===== src/rtl/pipeline_mem_pkg.sv =====
// Shared types for the memory stage: op/size codes, FSM states and size helpers.
package mem_pkg;

    typedef enum logic [1:0] {
        OP_NONE  = 2'd0,
        OP_LOAD  = 2'd1,
        OP_LOADU = 2'd2,
        OP_STORE = 2'd3
    } mem_op_e;

    typedef enum logic [1:0] {
        SZ_BYTE   = 2'd0,
        SZ_HALF   = 2'd1,
        SZ_WORD   = 2'd2,
        SZ_DOUBLE = 2'd3
    } mem_size_e;

    typedef enum logic [1:0] {
        ST_IDLE = 2'd0,
        ST_REQ  = 2'd1,
        ST_RESP = 2'd2,
        ST_DONE = 2'd3
    } state_e;

    function automatic logic [3:0] size_bytes(input mem_size_e sz);
        return 4'd1 << sz;
    endfunction

    // Codes 4-7 behave as a doubleword access.
    function automatic mem_size_e norm_size(input logic [2:0] code);
        return code[2] ? SZ_DOUBLE : mem_size_e'(code[1:0]);
    endfunction

endpackage


===== src/rtl/pipeline_mem_if.sv =====
// Single-outstanding data-memory port: request valid/ready, response valid only.
interface pipeline_mem_if #(
    parameter int ADDR_WIDTH = 64,
    parameter int DATA_WIDTH = 64
);
    logic                  mem_req_valid;
    logic                  mem_req_ready;
    logic [ADDR_WIDTH-1:0] mem_req_addr;
    logic                  mem_req_write;
    logic [DATA_WIDTH-1:0] mem_req_wdata;
    logic [7:0]            mem_req_wstrb;
    logic                  mem_resp_valid;
    logic [DATA_WIDTH-1:0] mem_resp_rdata;

    modport master (
        output mem_req_valid, mem_req_addr, mem_req_write, mem_req_wdata, mem_req_wstrb,
        input  mem_req_ready, mem_resp_valid, mem_resp_rdata
    );

    modport slave (
        input  mem_req_valid, mem_req_addr, mem_req_write, mem_req_wdata, mem_req_wstrb,
        output mem_req_ready, mem_resp_valid, mem_resp_rdata
    );
endinterface


===== src/rtl/pipeline_mem_align.sv =====
// Byte-lane alignment: store data/strobes, load extract+extend, misalignment check.
// Purely combinational; no handshake.
module mem_align
    import mem_pkg::*;
(
    input  mem_op_e     op_i,
    input  mem_size_e   size_i,
    input  logic [2:0]  addr_lo_i,
    input  logic [63:0] st_data_i,
    input  logic [63:0] ld_raw_i,
    output logic [63:0] st_data_o,
    output logic [7:0]  st_strb_o,
    output logic [63:0] ld_data_o,
    output logic        misaligned_o
);
    logic [3:0]  nb;
    logic [2:0]  align_mask;
    logic [7:0]  lane_mask;
    logic [5:0]  shamt;
    logic [63:0] shifted;
    logic        sext;

    always_comb begin
        nb         = size_bytes(size_i);
        align_mask = 3'(nb - 4'd1);
        lane_mask  = 8'((9'd1 << nb) - 9'd1);
        shamt      = {addr_lo_i, 3'b000};
        st_data_o  = st_data_i << shamt;
        st_strb_o  = lane_mask << addr_lo_i;
        shifted    = ld_raw_i >> shamt;
        sext       = (op_i == OP_LOAD);
        case (size_i)
            SZ_BYTE: ld_data_o = {{56{sext & shifted[7]}},  shifted[7:0]};
            SZ_HALF: ld_data_o = {{48{sext & shifted[15]}}, shifted[15:0]};
            SZ_WORD: ld_data_o = {{32{sext & shifted[31]}}, shifted[31:0]};
            default: ld_data_o = shifted;
        endcase
        misaligned_o = (op_i != OP_NONE) && ((addr_lo_i & align_mask) != 3'd0);
    end
endmodule


===== src/rtl/pipeline_mem.sv =====
// Memory stage: registers EX result, one outstanding load/store, registered writeback.
// NONE/misaligned: 1 cycle; mem ops wait on req/resp handshakes; ready drops while busy or wb stalls.
module pipeline_mem
    import mem_pkg::*;
#(
    parameter int ADDR_WIDTH = 64,
    parameter int DATA_WIDTH = 64
) (
    input  logic                  clk,
    input  logic                  reset,
    output logic                  ready,
    input  logic                  in_valid,
    input  logic [DATA_WIDTH-1:0] ex_res,
    input  logic [DATA_WIDTH-1:0] r2_val_mem,
    input  logic [4:0]            mem_dst_reg,
    input  logic [31:0]           next_mem_opcode,
    input  logic [2:0]            next_mem_operation_size,
    input  logic                  ecall_mem,
    pipeline_mem_if.master        mem,
    output logic                  wb_valid,
    input  logic                  wb_ready,
    output logic [4:0]            wb_dst_reg,
    output logic [DATA_WIDTH-1:0] wb_data,
    output logic                  wb_ecall,
    output logic                  wb_misaligned
);
    state_e          state_q, state_d;
    mem_op_e         op_q;
    mem_size_e       size_q;
    logic [63:0]     addr_q, r2_q, wb_data_q, wb_data_d;
    logic [4:0]      wb_dst_q, wb_dst_d;
    logic            ecall_q, mis_q;

    mem_op_e         in_op, al_op;
    mem_size_e       in_size, al_size;
    logic [2:0]      al_addr_lo;
    logic [63:0]     al_st_data, al_wdata, al_ld;
    logic [7:0]      al_wstrb;
    logic            al_mis, busy, accept, req_st, done_st;
    logic            unused_opc_hi;

    assign unused_opc_hi = ^next_mem_opcode[31:2];
    assign in_op         = mem_op_e'(next_mem_opcode[1:0]);
    assign in_size       = norm_size(next_mem_operation_size);

    // Aligner sees the incoming op when accepting and the held op while a transaction is in flight.
    assign busy       = (state_q == ST_REQ) || (state_q == ST_RESP);
    assign al_op      = busy ? op_q : in_op;
    assign al_size    = busy ? size_q : in_size;
    assign al_addr_lo = busy ? addr_q[2:0] : ex_res[2:0];
    assign al_st_data = busy ? r2_q : r2_val_mem;

    mem_align u_align (
        .op_i        (al_op),
        .size_i      (al_size),
        .addr_lo_i   (al_addr_lo),
        .st_data_i   (al_st_data),
        .ld_raw_i    (mem.mem_resp_rdata),
        .st_data_o   (al_wdata),
        .st_strb_o   (al_wstrb),
        .ld_data_o   (al_ld),
        .misaligned_o(al_mis)
    );

    assign ready  = (state_q == ST_IDLE) || ((state_q == ST_DONE) && wb_ready);
    assign accept = in_valid && ready;

    always_comb begin
        state_d   = state_q;
        wb_data_d = wb_data_q;
        wb_dst_d  = wb_dst_q;
        case (state_q)
            ST_IDLE, ST_DONE: begin
                if (accept) begin
                    state_d   = ((in_op == OP_NONE) || al_mis) ? ST_DONE : ST_REQ;
                    wb_data_d = ((in_op == OP_NONE) || al_mis) ? ex_res : 64'd0;
                    wb_dst_d  = (al_mis || (in_op == OP_STORE)) ? 5'd0 : mem_dst_reg;
                end else if (state_q == ST_DONE && wb_ready) begin
                    state_d = ST_IDLE;
                end
            end
            ST_REQ: begin
                if (mem.mem_req_ready) begin
                    state_d = (op_q == OP_STORE) ? ST_DONE : ST_RESP;
                end
            end
            ST_RESP: begin
                if (mem.mem_resp_valid) begin
                    state_d   = ST_DONE;
                    wb_data_d = al_ld;
                end
            end
            default: state_d = ST_IDLE;
        endcase
    end

    always_ff @(posedge clk) begin
        if (!reset) begin
            state_q   <= ST_IDLE;
            op_q      <= OP_NONE;
            size_q    <= SZ_BYTE;
            addr_q    <= 64'd0;
            r2_q      <= 64'd0;
            ecall_q   <= 1'b0;
            mis_q     <= 1'b0;
            wb_data_q <= 64'd0;
            wb_dst_q  <= 5'd0;
        end else begin
            state_q   <= state_d;
            wb_data_q <= wb_data_d;
            wb_dst_q  <= wb_dst_d;
            if (accept) begin
                op_q    <= in_op;
                size_q  <= in_size;
                addr_q  <= ex_res;
                r2_q    <= r2_val_mem;
                ecall_q <= ecall_mem;
                mis_q   <= al_mis;
            end
        end
    end

    // Outputs are forced to zero outside their owning state so idle/reset values are clean.
    assign req_st             = (state_q == ST_REQ);
    assign done_st            = (state_q == ST_DONE);
    assign mem.mem_req_valid  = req_st;
    assign mem.mem_req_addr   = req_st ? ADDR_WIDTH'({addr_q[63:3], 3'b000}) : '0;
    assign mem.mem_req_write  = req_st && (op_q == OP_STORE);
    assign mem.mem_req_wdata  = mem.mem_req_write ? al_wdata : 64'd0;
    assign mem.mem_req_wstrb  = mem.mem_req_write ? al_wstrb : 8'd0;

    assign wb_valid      = done_st;
    assign wb_data       = done_st ? wb_data_q : '0;
    assign wb_dst_reg    = done_st ? wb_dst_q : 5'd0;
    assign wb_ecall      = done_st && ecall_q;
    assign wb_misaligned = done_st && mis_q;
endmodule


===== src/flat_wrapper.sv =====
// flat-port wrapper written by rule: the top's interface ports become plain ports
module pipeline_mem_flat import mem_pkg::*;
#(
    parameter int ADDR_WIDTH = 64,
    parameter int DATA_WIDTH = 64
)
  (clk, reset, ready, in_valid, ex_res, r2_val_mem, mem_dst_reg, next_mem_opcode, next_mem_operation_size, ecall_mem, wb_valid, wb_ready, wb_dst_reg, wb_data, wb_ecall, wb_misaligned, mem_mem_req_valid, mem_mem_req_addr, mem_mem_req_write, mem_mem_req_wdata, mem_mem_req_wstrb, mem_mem_req_ready, mem_mem_resp_valid, mem_mem_resp_rdata);
  pipeline_mem_if #(.ADDR_WIDTH(ADDR_WIDTH), .DATA_WIDTH(DATA_WIDTH)) mem_i ();
  input  logic clk;
  input  logic reset;
  output logic ready;
  input  logic in_valid;
  input  logic [DATA_WIDTH-1:0] ex_res;
  input  logic [DATA_WIDTH-1:0] r2_val_mem;
  input  logic [4:0] mem_dst_reg;
  input  logic [31:0] next_mem_opcode;
  input  logic [2:0] next_mem_operation_size;
  input  logic ecall_mem;
  output logic wb_valid;
  input  logic wb_ready;
  output logic [4:0] wb_dst_reg;
  output logic [DATA_WIDTH-1:0] wb_data;
  output logic wb_ecall;
  output logic wb_misaligned;
  output wire logic [$bits(mem_i.mem_req_valid)-1:0] mem_mem_req_valid;
  output wire logic [$bits(mem_i.mem_req_addr)-1:0] mem_mem_req_addr;
  output wire logic [$bits(mem_i.mem_req_write)-1:0] mem_mem_req_write;
  output wire logic [$bits(mem_i.mem_req_wdata)-1:0] mem_mem_req_wdata;
  output wire logic [$bits(mem_i.mem_req_wstrb)-1:0] mem_mem_req_wstrb;
  input wire logic [$bits(mem_i.mem_req_ready)-1:0] mem_mem_req_ready;
  input wire logic [$bits(mem_i.mem_resp_valid)-1:0] mem_mem_resp_valid;
  input wire logic [$bits(mem_i.mem_resp_rdata)-1:0] mem_mem_resp_rdata;
  assign mem_mem_req_valid = mem_i.mem_req_valid;
  assign mem_mem_req_addr = mem_i.mem_req_addr;
  assign mem_mem_req_write = mem_i.mem_req_write;
  assign mem_mem_req_wdata = mem_i.mem_req_wdata;
  assign mem_mem_req_wstrb = mem_i.mem_req_wstrb;
  assign mem_i.mem_req_ready = mem_mem_req_ready;
  assign mem_i.mem_resp_valid = mem_mem_resp_valid;
  assign mem_i.mem_resp_rdata = mem_mem_resp_rdata;
  pipeline_mem #(.ADDR_WIDTH(ADDR_WIDTH), .DATA_WIDTH(DATA_WIDTH)) u_core (.clk(clk), .reset(reset), .ready(ready), .in_valid(in_valid), .ex_res(ex_res), .r2_val_mem(r2_val_mem), .mem_dst_reg(mem_dst_reg), .next_mem_opcode(next_mem_opcode), .next_mem_operation_size(next_mem_operation_size), .ecall_mem(ecall_mem), .mem(mem_i), .wb_valid(wb_valid), .wb_ready(wb_ready), .wb_dst_reg(wb_dst_reg), .wb_data(wb_data), .wb_ecall(wb_ecall), .wb_misaligned(wb_misaligned));
endmodule

===== config.mk =====
export PLATFORM = sky130hd
export DESIGN_NAME = pipeline_mem_flat
export DESIGN_NICKNAME = d
export VERILOG_FILES = /design/src/rtl/pipeline_mem_pkg.sv /design/src/rtl/pipeline_mem_if.sv /design/src/rtl/pipeline_mem_align.sv /design/src/rtl/pipeline_mem.sv /design/src/flat_wrapper.sv
export SDC_FILE = /design/constraint.sdc
export NUM_CORES = 1
export LEC_CHECK = 0
export BUFFER_PORTS_ARGS = -buffer_cell sky130_fd_sc_hd__buf_4
export CORE_AREA = 2 2 173 175
export DETAILED_ROUTE_END_ITERATION = 16
export DIE_AREA = 0 0 175 177
export PLACE_DENSITY_LB_ADDON = 0.2
export SLEW_MARGIN = 20
export SYNTH_ARGS = -nofsm -noshare
export SYNTH_HDL_FRONTEND = slang
export SYNTH_HIERARCHICAL = 1
export SYNTH_SLANG_ARGS = --single-unit

===== constraint.sdc =====
create_clock -name clk -period 8.7 [get_ports clk]
set_clock_uncertainty 0.1 [all_clocks]
set_input_delay 0 -clock clk [delete_from_list [all_inputs] [get_ports clk]]
set_output_delay 0 -clock clk [all_outputs]
set_load 0.02 [all_outputs]

==> impl_metrics.json, run 1 <==
{
  "synth_ff_type": "dfxtp_1",
  "yosys_register_bits": 205,
  "r2r_end": "u_core/state_q[1]$_SDFFE_PN0P_",
  "synth_warnings": 6,
  "hpwlAfterDp_microns": 41280,
  "dp_cells": 2577,
  "synthCells": 1975,
  "crit_path_max_fanout": 132,
  "nNetsFinal": 2643,
  "async_flop_share_pct": 0,
  "drt_iter0_markers": 2002,
  "path_clk_slew_ns": 0.06,
  "rsz0062_at_grt": "no",
  "dr_total_vias": 17490,
  "crit_required_ns": 9.08,
  "slew_headroom_pct": 22.04,
  "ys_types": 56,
  "grt_pass1_vias": 16300,
  "synth_compound_area_share_pct": 19.46,
  "setup_violations": 0,
  "hold_violations": 0,
  "cts_made_buffers": 24,
  "portBuffers": 416,
  "ir_worst_vdd_mv": 0.3221,
  "core_area_sq_mm": 0.02924,
  "synth.largest_area_cell": "dfxtp_1",
  "clk_path_buf_depth": 3,
  "synth.area.top_cells": "dfxtp_1 26%, mux2_2 12%, mux2i_1 10%",
  "htreeDepth": 1,
  "post_cts_buffers": 0,
  "drive_gt1_share_pct": 29.04,
  "min_to": "u_core/wb_data_q[61]$_SDFFE_PN0P_",
  "synthSimpleGateAreaFrac_pct": 21.35,
  "areaGrowthSynthToFinish_pct": 34.52,
  "rows": 63,
  "postSynthAreaPerCell_sq_um": 8.013,
  "synth-edff-count": 0,
  "clkSinkCount": 205,
  "maxCapViolCount": 0,
  "fin_cells": 2812,
  "ant_nets": 0,
  "overflow": 0,
  "cts_tree": "done",
  "worstPathArrival_ns": 5.67,
  "synthMuxAreaShare_pct": 25.34,
  "worstRegToRegCells": 11,
  "p_leak_uw": 0.009047,
  "period_share_pct": 60.82,
  "synthAdderAreaFrac_pct": 0.3953,
  "antenna_found_initial": 4,
  "root_buffer": "clkbuf_16",
  "p_per_area_mw_per_mm2": 327.7,
  "grt_pass1_wl_microns": 94550,
  "first_pass_iters": 7,
  "hold_start": "mem_mem_resp_rdata[61]",
  "clk_latency_ns": 0.54,
  "wl_microns": 63630,
  "tns_ns": 0,
  "die_h_microns": 177,
  "synth_top_area_share_pct": 25.93,
  "r2r_slack_ns": 3.41,
  "r2r-start": "u_core/state_q[1]$_SDFFE_PN0P_",
  "die_area_sq_mm": 0.03098,
  "tightest_slew_ns": 1.169,
  "via_per_inst": 6.218,
  "synth_top_family_by_area": "multiplexers",
  "wire_per_inst_microns": 22.63,
  "start_util_pct": 54.12,
  "critPathKind": "flip-flop to flip-flop",
  "min_path_cells": 6,
  "remaining_drc_errors": 0,
  "die_x_microns": 175,
  "track_usage_pct": 38.47,
  "outcome": "finished clean",
  "start_kind": "flip-flop",
  "holdCritPathClass": "input pin to flip-flop",
  "grt_max_degree": 133,
  "fmax_mhz": 189.0,
  "end_kind": "flip-flop",
  "netlist_area_sq_mm": 0.01583,
  "drv_slew": 0,
  "io_pins": 450,
  "yosysSeqAreaShare_pct": 25.93,
  "synth_xor_area_share_pct": 0,
  "place_congestion": 0.9723,
  "period_minus_slack_ns": 5.292
}
## how the worst max path moves through the flow
stage | start | to | slack [ns] | cells past startpoint
finish | u_core/state_q[1]$_SDFFE_PN0P_ | u_core/state_q[1]$_SDFFE_PN0P_ | 3.41 | 11
global route | u_core/state_q[1]$_SDFFE_PN0P_ | u_core/state_q[1]$_SDFFE_PN0P_ | 3.20 | 11
CTS | u_core/state_q[1]$_SDFFE_PN0P_ | mem_mem_req_wdata[46] | 3.53 | 10
detailed placement | u_core/state_q[1]$_SDFFE_PN0P_ | u_core/wb_data_q[15]$_SDFFE_PN0P_ | 3.66 | 11
global placement | u_core/state_q[1]$_SDFFE_PN0P_ | u_core/wb_data_q[15]$_SDFFE_PN0P_ | 3.75 | 11
floorplan | u_core/state_q[0]$_SDFFE_PN0P_ | u_core/wb_data_q[57]$_SDFFE_PN0P_ | 4.87 | 17
## area by class of cell
cell class | count | area (sq um)
diodes | 5 | 12.51
clock buffers | 32 | 691.9
clock inverters | 12 | 121.4
fillers | 2284 | 7954
inverters | 14 | 58.81
multi-input cells | 1529 | 10650
flip-flops and latches | 205 | 4104
well taps | 390 | 488.0
repair buffers | 625 | 5161
## power breakdown
group	internal, uW	total (uW)	leakage, uW	switching (uW)
logic	1870	4660	0.00697	2790
registers	1160	1270	0.00168	102
clock network	618	1050	0.000397	435
total	3650	6980	0.00905	3330
## sequential cells by signal, indices dropped and copies added, names as in the netlist
name,count
u_core/addr_q,64
u_core/wb_dst_q,5
u_core/mis_q,1
u_core/op_q,2
u_core/size_q,2
u_core/r2_q,64
u_core/state_q,2
u_core/ecall_q,1
u_core/wb_data_q,64
## metal layers
layer | vias up | part of all wire [%] | track usage [%]
met4 | 0 | 3.5 | 14.13
met1 | 8367 | 41 | 51.45
met5 | - | 0 | 0
met2 | 1031 | 46 | 61.18
met3 | 146 | 10 | 8.162
li1 | 7941 | - | -
## cells in the mapped netlist (7+ instances only)
master,n
nand2b_1,8
o21ai_0,176
a22oi_1,13
and2_1,216
a21oi_1,167
nor2_1,75
buf_1,13
a2bb2oi_1,7
o22a_1,7
mux4_2,19
nand2_1,149
nor2b_1,13
nand4_2,10
mux2_2,175
o211ai_1,80
mux2i_1,161
o22ai_1,23
nand3_1,144
buf_4,8
o2bb2ai_1,9
dfxtp_1,205
o2111ai_1,7
nand4_1,16
buf_2,82
clkbuf_1,114
inv_1,11
## metrics by stage
stage	hold WS, ns	utilization (%)	total power [uW]	setup WS (ns)	cell area (sq um)
6_report	0.01926	72.80	6977	3.408	21290
4_1_cts	0.0006997	72.75	6831	3.526	21270
5_1_grt	0.04938	72.79	7301	3.199	21290
3_5_place_dp	0.1248	63.60	5663	3.662	18600
2_1_floorplan	0.03428	-	4731	4.867	15830
3_3_place_gp	0.1214	63.59	5596	3.747	18600
## timing repair
action / 4_1_cts / 5_1_grt
hold buffers: 186 / 0
endpoints found under the hold margin: 204 / 0
resized for setup: 0 / 0
## worst max-delay path, cell delays in order, from the launching register on
cell and delay [ns]:
dfxtp_1 0.40, inv_1 0.12, ha_4 0.39, buf_4 0.78
mux2_8 0.94, a22oi_1 0.22, a21oi_1 0.33, o21bai_4 0.18
buf_4 0.56, nand3_1 0.15, a221oi_1 0.28, dlygate4sd3_1 0.59
## cells by family (layout without fill, tap and decap cells)
group | Yosys count | after routing
flops | 205 | 205
compound gates | 519 | 519
fa+ha+maj | 5 | 5
mux | 355 | 355
simple gates | 647 | 647
buf+inv | 243 | 683
other cells | 1 | 8
## placed cells by master, fill, tap and decap left out, types with 25 or more instances in the layout
cell / count
o21ai_0: 176
a21oi_1: 166
mux2i_1: 161
o211ai_1: 80
and2_1: 216
clkbuf_16: 25
buf_4: 438
mux2_2: 173
nor2_1: 75
dfxtp_1: 205
nand3_1: 144
dlygate4sd3_1: 186
nand2_1: 149
Note: power is estimated with default switching activity, not from simulation.
==> run 2: changes to the inputs <==
CORE_AREA = unset   (was 2 2 173 175)
CORE_UTILIZATION = 49   (was unset)
DIE_AREA = unset   (was 0 0 175 177)
clock period = 4.8 ns   (was 8.7 ns; I/O delays follow)
==> run 2 against run 1 <==
Against the previous run: global-route usage is 1.7 points lower; total power is 79% higher; via count is 1.5% lower; highest routed layer is now met5; non-clock buffer count is 9 lower; flip-flop and latch count stayed put; die area is 6.6% higher; cell count is 0.14% lower.
==> impl_metrics.json, run 2 (same netlist as run 1, synthesis figures left out) <==
{
  "root_buffer": "clkbuf_16",
  "die_x_microns": 181.7,
  "clockPowerShare_pct": 13.8,
  "critPathKind": "flip-flop to primary output",
  "clk_latency_ns": 0.52,
  "worstPathArrival_ns": 4.25,
  "p_int_uw": 6479,
  "drive_gt1_share_pct": 29.32,
  "power.total_uw": 12500,
  "post_cts_buffers": 0,
  "place_congestion": 0.9599,
  "tightest_slew_ns": 1.156,
  "outcome": "finished clean",
  "period_minus_slack_ns": 4.354,
  "rsz0062_at_grt": "no",
  "largestRegisters": "u_core/addr_q: 64 flops, u_core/r2_q: 64 flops, u_core/wb_data_q: 64 flops",
  "grt_max_degree": 116,
  "slew_headroom_pct": 22.90,
  "multi_input_area_sq_mm": 0.01065,
  "p_seq_share_pct": 18.3,
  "final_common_cell": "buf_4",
  "ant_nets": 0,
  "overflow": 0,
  "period_share_pct": 90.72,
  "n_fill_cell": 2580,
  "holdCritPathClass": "input pin to flip-flop",
  "track_usage_pct": 36.80,
  "start_kind": "flip-flop",
  "wire_per_inst_microns": 22.75,
  "switching_share_pct": 48.17,
  "die_h_microns": 181.7,
  "tns_ns": 0,
  "areaGrowthSynthToFinish_pct": 33.30,
  "grt_pass1_wl_microns": 95590,
  "nNetsFinal": 2634,
  "crit_path_max_fanout": 78,
  "drt_iter0_markers": 1797,
  "via_per_inst": 6.131,
  "crit_required_ns": 4.70,
  "end_kind": "primary output",
  "cts_made_buffers": 24,
  "dr_total_vias": 17220,
  "hold_violations": 0,
  "hpwlAfterDp_microns": 42850,
  "p_per_area_mw_per_mm2": 592.5,
  "remaining_drc_errors": 0,
  "p_comb_share_pct": 67.8,
  "maxCapViolCount": 0,
  "fin_cells": 2808,
  "wl_microns": 63890,
  "die_area_sq_mm": 0.03302,
  "p_sw_uw": 6022,
  "cts_tree": "done",
  "core_area_sq_mm": 0.03164,
  "ir_worst_vdd_mv": 0.5509,
  "drv_slew": 0,
  "antenna_found_initial": 6,
  "path_clk_slew_ns": 0.06,
  "p_leak_uw": 0.009029,
  "dp_cells": 2598,
  "htreeDepth": 1,
  "io_pins": 450,
  "final_core_utilization_pct": 66.68,
  "rows": 65,
  "clk_path_buf_depth": 3,
  "first_pass_iters": 5,
  "ff_latch_area_sq_mm": 0.004104,
  "fmax_mhz": 229.6,
  "grt_pass1_vias": 16080,
  "setup_violations": 0,
  "start_util_pct": 50.03,
  "final_cell_mix": "447 x buf_4, 216 x and2_1, 205 x dfxtp_1",
  "clkSinkCount": 205,
  "portBuffers": 416
}
==> run 2: cell types whose count changed in the layout (fill, tap and decap cells not counted) <==
cell           change
dlygate4sd3_1     -18
buf_4              +9
clkinv_4           -1
clkinv_2           -1
clkinvlp_4         -3
bufinv_16          -2
==> run 2: area by class of cell <==
type                            count  share of cell area, %
Antenna cell                        5                0.05931
Clock buffer                       32                  3.280
Clock inverter                      5                 0.1186
Inverter                           14                 0.2787
Multi-Input combinational cell   1529                  50.50
Sequential cell                   205                  19.45
Tap cell                          402                  2.384
Timing Repair Buffer              616                  23.93
==> run 2: final timing paths <==
check	startpoint	end	slack, ns	depth (start not counted)
setup / recovery	u_core/state_q[0]$_SDFFE_PN0P_	mem_mem_req_wdata[39]	0.45	10
hold / removal	mem_mem_resp_rdata[61]	u_core/wb_data_q[61]$_SDFFE_PN0P_	0.04	6
setup reg to reg	u_core/state_q[0]$_SDFFE_PN0P_	u_core/wb_data_q[23]$_SDFFE_PN0P_	0.51	14
hold reg to reg	u_core/wb_data_q[2]$_SDFFE_PN0P_	u_core/wb_data_q[2]$_SDFFE_PN0P_	0.36	2
==> run 2: power by group through the flow <==
| stage | clock (uW) | sequential (uW) | combinational (uW) |
|---|---|---|---|
| after detailed placement | 0 | 2310 | 8060 |
| after global routing | 1810 | 2330 | 8990 |
| after CTS | 1760 | 2280 | 8240 |
| after floorplan | 0 | 2250 | 6320 |
| after global placement | 0 | 2290 | 7940 |
| final | 1730 | 2290 | 8480 |
==> run 2: routing by layer <==
| layer | global-route usage [%] | part of all wire [%] | up-vias |
|---|---|---|---|
| met5 | 1.185 | 0.081 | - |
| met4 | 13.39 | 3.3 | 2 |
| met3 | 8.263 | 9.7 | 132 |
| met2 | 57.49 | 45 | 931 |
| met1 | 49.39 | 42 | 8243 |
| li1 | - | - | 7908 |
==> run 2: repair_timing <==
action,4_1_cts,5_1_grt
hold buffers,168,0
setup endpoints to repair,0,5
hold endpoints to repair,204,0
resized for setup,0,1
==> run 2: worst max-delay path: stages (launching register included) <==
cell	delay (ns)
dfxtp_1	0.41
inv_1	0.14
ha_4	0.33
mux2_8	0.65
buf_6	0.58
buf_4	0.53
nor2b_1	0.45
a21oi_1	0.13
o22ai_1	0.18
and2_1	0.16
buf_4	0.13
==> run 2: per-stage QoR <==
stage / hold slack, ns / setup slack (ns) / instance area [sq um]
3_5_place_dp: 0.1257 / 0.6581 / 18680
6_report: 0.03894 / 0.4455 / 21100
4_1_cts: 0.006238 / 0.2320 / 21080
3_3_place_gp: 0.1218 / 0.7580 / 18680
2_1_floorplan: 0.03428 / 0.9674 / 15830
5_1_grt: 0.08963 / 0.1587 / 21090
==> run 3: changes to the inputs <==
MAX_ROUTING_LAYER = met4   (was unset)
RECOVER_POWER = 100   (was unset)
==> run 3 against run 2 <==
Against the previous run: the run now ends with capacitance limit, slew limit left; hold slack worse by 0.0050 ns; total power up 1.0%; register-to-register slack worse by 0.17 ns; global-route usage up 0.97 points; critical endpoint is now mem_mem_req_wdata[34]; design area down 0.84%; via count down 0.66%; die area unchanged; first-iteration DRC count down 0.33%.
==> impl_metrics.json, run 3 (same netlist as run 1, synthesis figures left out) <==
{
  "outcome": "complete, but fails checks",
  "failed_checks": "capacitance limit, slew limit",
  "n_fill_cell": 2661,
  "hold_violations": 0,
  "rsz0062_at_grt": "no",
  "holdCritPathClass": "input pin to flip-flop",
  "p_per_area_mw_per_mm2": 603.7,
  "core_area_sq_mm": 0.03164,
  "first_pass_iters": 6,
  "cts_made_buffers": 24,
  "ir_worst_vdd_mv": 0.5423,
  "clkSinkCount": 205,
  "portBuffers": 416,
  "hold_start": "mem_mem_resp_rdata[63]",
  "crit_path_max_fanout": 42,
  "worstRegToRegCells": 8,
  "start_kind": "flip-flop",
  "clk_latency_ns": 0.54,
  "antenna_found_initial": 10,
  "die_x_microns": 181.7,
  "cts_tree": "done",
  "clk_path_buf_depth": 3,
  "htreeDepth": 1,
  "rows": 65,
  "io_pins": 450,
  "via_per_inst": 6.097,
  "tightest_slew_ns": 2.559,
  "areaGrowthSynthToFinish_pct": 32.18,
  "largestRegisters": "u_core/addr_q: 64 flops, u_core/r2_q: 64 flops, u_core/wb_data_q: 64 flops",
  "worstPathArrival_ns": 4.45,
  "r2r-start": "u_core/state_q[1]$_SDFFE_PN0P_",
  "crit_required_ns": 4.70,
  "slew_headroom_pct": -70.61,
  "final_cell_mix": "412 x buf_4, 205 x dfxtp_1, 176 x o21ai_0",
  "grt_max_degree": 104,
  "overflow": 0,
  "wire_per_inst_microns": 22.66,
  "tns_ns": 0,
  "cts_resized": 0,
  "setup_violations": 0,
  "critPathKind": "flip-flop to primary output",
  "r2r_end": "u_core/state_q[0]$_SDFFE_PN0P_",
  "start_util_pct": 50.03,
  "track_usage_pct": 37.77,
  "die_area_sq_mm": 0.03302,
  "root_buffer": "clkbuf_16",
  "holdWs_ns": 0.03396,
  "drv_slew": 112,
  "drive_gt1_share_pct": 27.91,
  "die_h_microns": 181.7,
  "period_share_pct": 94.74,
  "wl_microns": 63570,
  "dr_total_vias": 17100,
  "grt_pass1_wl_microns": 95390,
  "drt_iter0_markers": 1791,
  "hpwlAfterDp_microns": 43070,
  "remaining_drc_errors": 0,
  "maxCapViolCount": 2,
  "fmax_mhz": 219.9,
  "path_clk_slew_ns": 0.07,
  "ant_nets": 0,
  "r2r_slack_ns": 0.34,
  "p_leak_uw": 0.008732,
  "nNetsFinal": 2620,
  "min_to": "u_core/wb_data_q[63]$_SDFFE_PN0P_",
  "grt_pass1_vias": 16010,
  "min_path_cells": 6,
  "period_minus_slack_ns": 4.548,
  "final_common_cell": "buf_4",
  "end_kind": "primary output",
  "place_congestion": 0.9643
}
==> run 3: changes by cell type in the layout (fill, tap and decap cells not counted), sizes merged <==
cell	before	now
clkbuf	32	68
buf	448	415
dlygate4sd3	168	151
diode	5	10
clkinv	7	10
clkinvlp	0	2
bufinv	0	1
==> run 3: report_power, final <==
group          internal (uW)  switching [uW]  leakage (uW)  total [uW]
combinational           3360            5090       0.00665        8450
sequential              2110             181       0.00168        2290
clock                   1090             792      0.000399        1890
==> run 3: worst max-delay path by stage <==
stage / slack, ns / end / startpoint
floorplan: 0.97 / u_core/wb_data_q[57]$_SDFFE_PN0P_ / u_core/state_q[0]$_SDFFE_PN0P_
global placement: 0.71 / u_core/wb_data_q[23]$_SDFFE_PN0P_ / u_core/state_q[0]$_SDFFE_PN0P_
detailed placement: 0.63 / u_core/wb_data_q[61]$_SDFFE_PN0P_ / u_core/state_q[0]$_SDFFE_PN0P_
CTS: 0.60 / u_core/wb_data_q[58]$_SDFFE_PN0P_ / u_core/state_q[0]$_SDFFE_PN0P_
global route: 0.12 / u_core/state_q[0]$_SDFFE_PN0P_ / u_core/state_q[1]$_SDFFE_PN0P_
finish: 0.25 / mem_mem_req_wdata[34] / u_core/state_q[0]$_SDFFE_PN0P_
==> run 3: what timing repair did <==
item / in CTS / in global routing
setup buffers: 0 / 0
hold buffers: 151 / 0
endpoints found under the hold margin: 204 / 0
==> run 3: layout make-up <==
cell class / instances / area (sq um) / share of cell area, %
diodes: 10 / 25.02 / 0.1196
clock buffers: 32 / 711.9 / 3.403
clock inverters: 11 / 92.59 / 0.4426
inverters: 14 / 56.30 / 0.2691
multi-input cells: 1529 / 10610 / 50.71
flip-flops and latches: 205 / 4104 / 19.62
well taps: 402 / 503.0 / 2.404
repair buffers: 602 / 4820 / 23.04
==> run 3: critical path: stages, from the launching register on <==
cell      delay, ns
dfxtp_1        0.41
inv_1          0.14
ha_4           0.42
mux2_1         0.64
buf_4          0.37
clkbuf_2       0.61
nor2b_1        0.65
a21oi_1        0.14
o22ai_1        0.17
and2_1         0.20
buf_4          0.16
==> run 3: routing by layer <==
metal  share of wire, %  vias to the layer above  routed length [microns]  global-route usage, %
met4                3.1                        0                     1942                  11.83
met1                 42                     8187                    26520                  49.60
li1                   -                     7887                        -                      -
met3                 10                      108                     6382                  8.183
met5                  0                        -                        0                      -
met2                 45                      920                    28720                  57.66
==> run 3: through the flow <==
| stage | power, uW | utilization (%) | instances | worst slack [ns] | cell area, sq um |
|---|---|---|---|---|---|
| after floorplan | 8576 | - | 1977 | 0.9674 | 15830 |
| after detailed placement | 10430 | 59.19 | 2600 | 0.6301 | 18730 |
| after CTS | 12450 | 66.51 | 2794 | 0.5993 | 21040 |
| after global routing | 13260 | 66.13 | 2805 | 0.1180 | 20920 |
| final | 12630 | 66.13 | 2805 | 0.2525 | 20920 |
| after global placement | 10280 | 59.10 | 2599 | 0.7114 | 18700 |
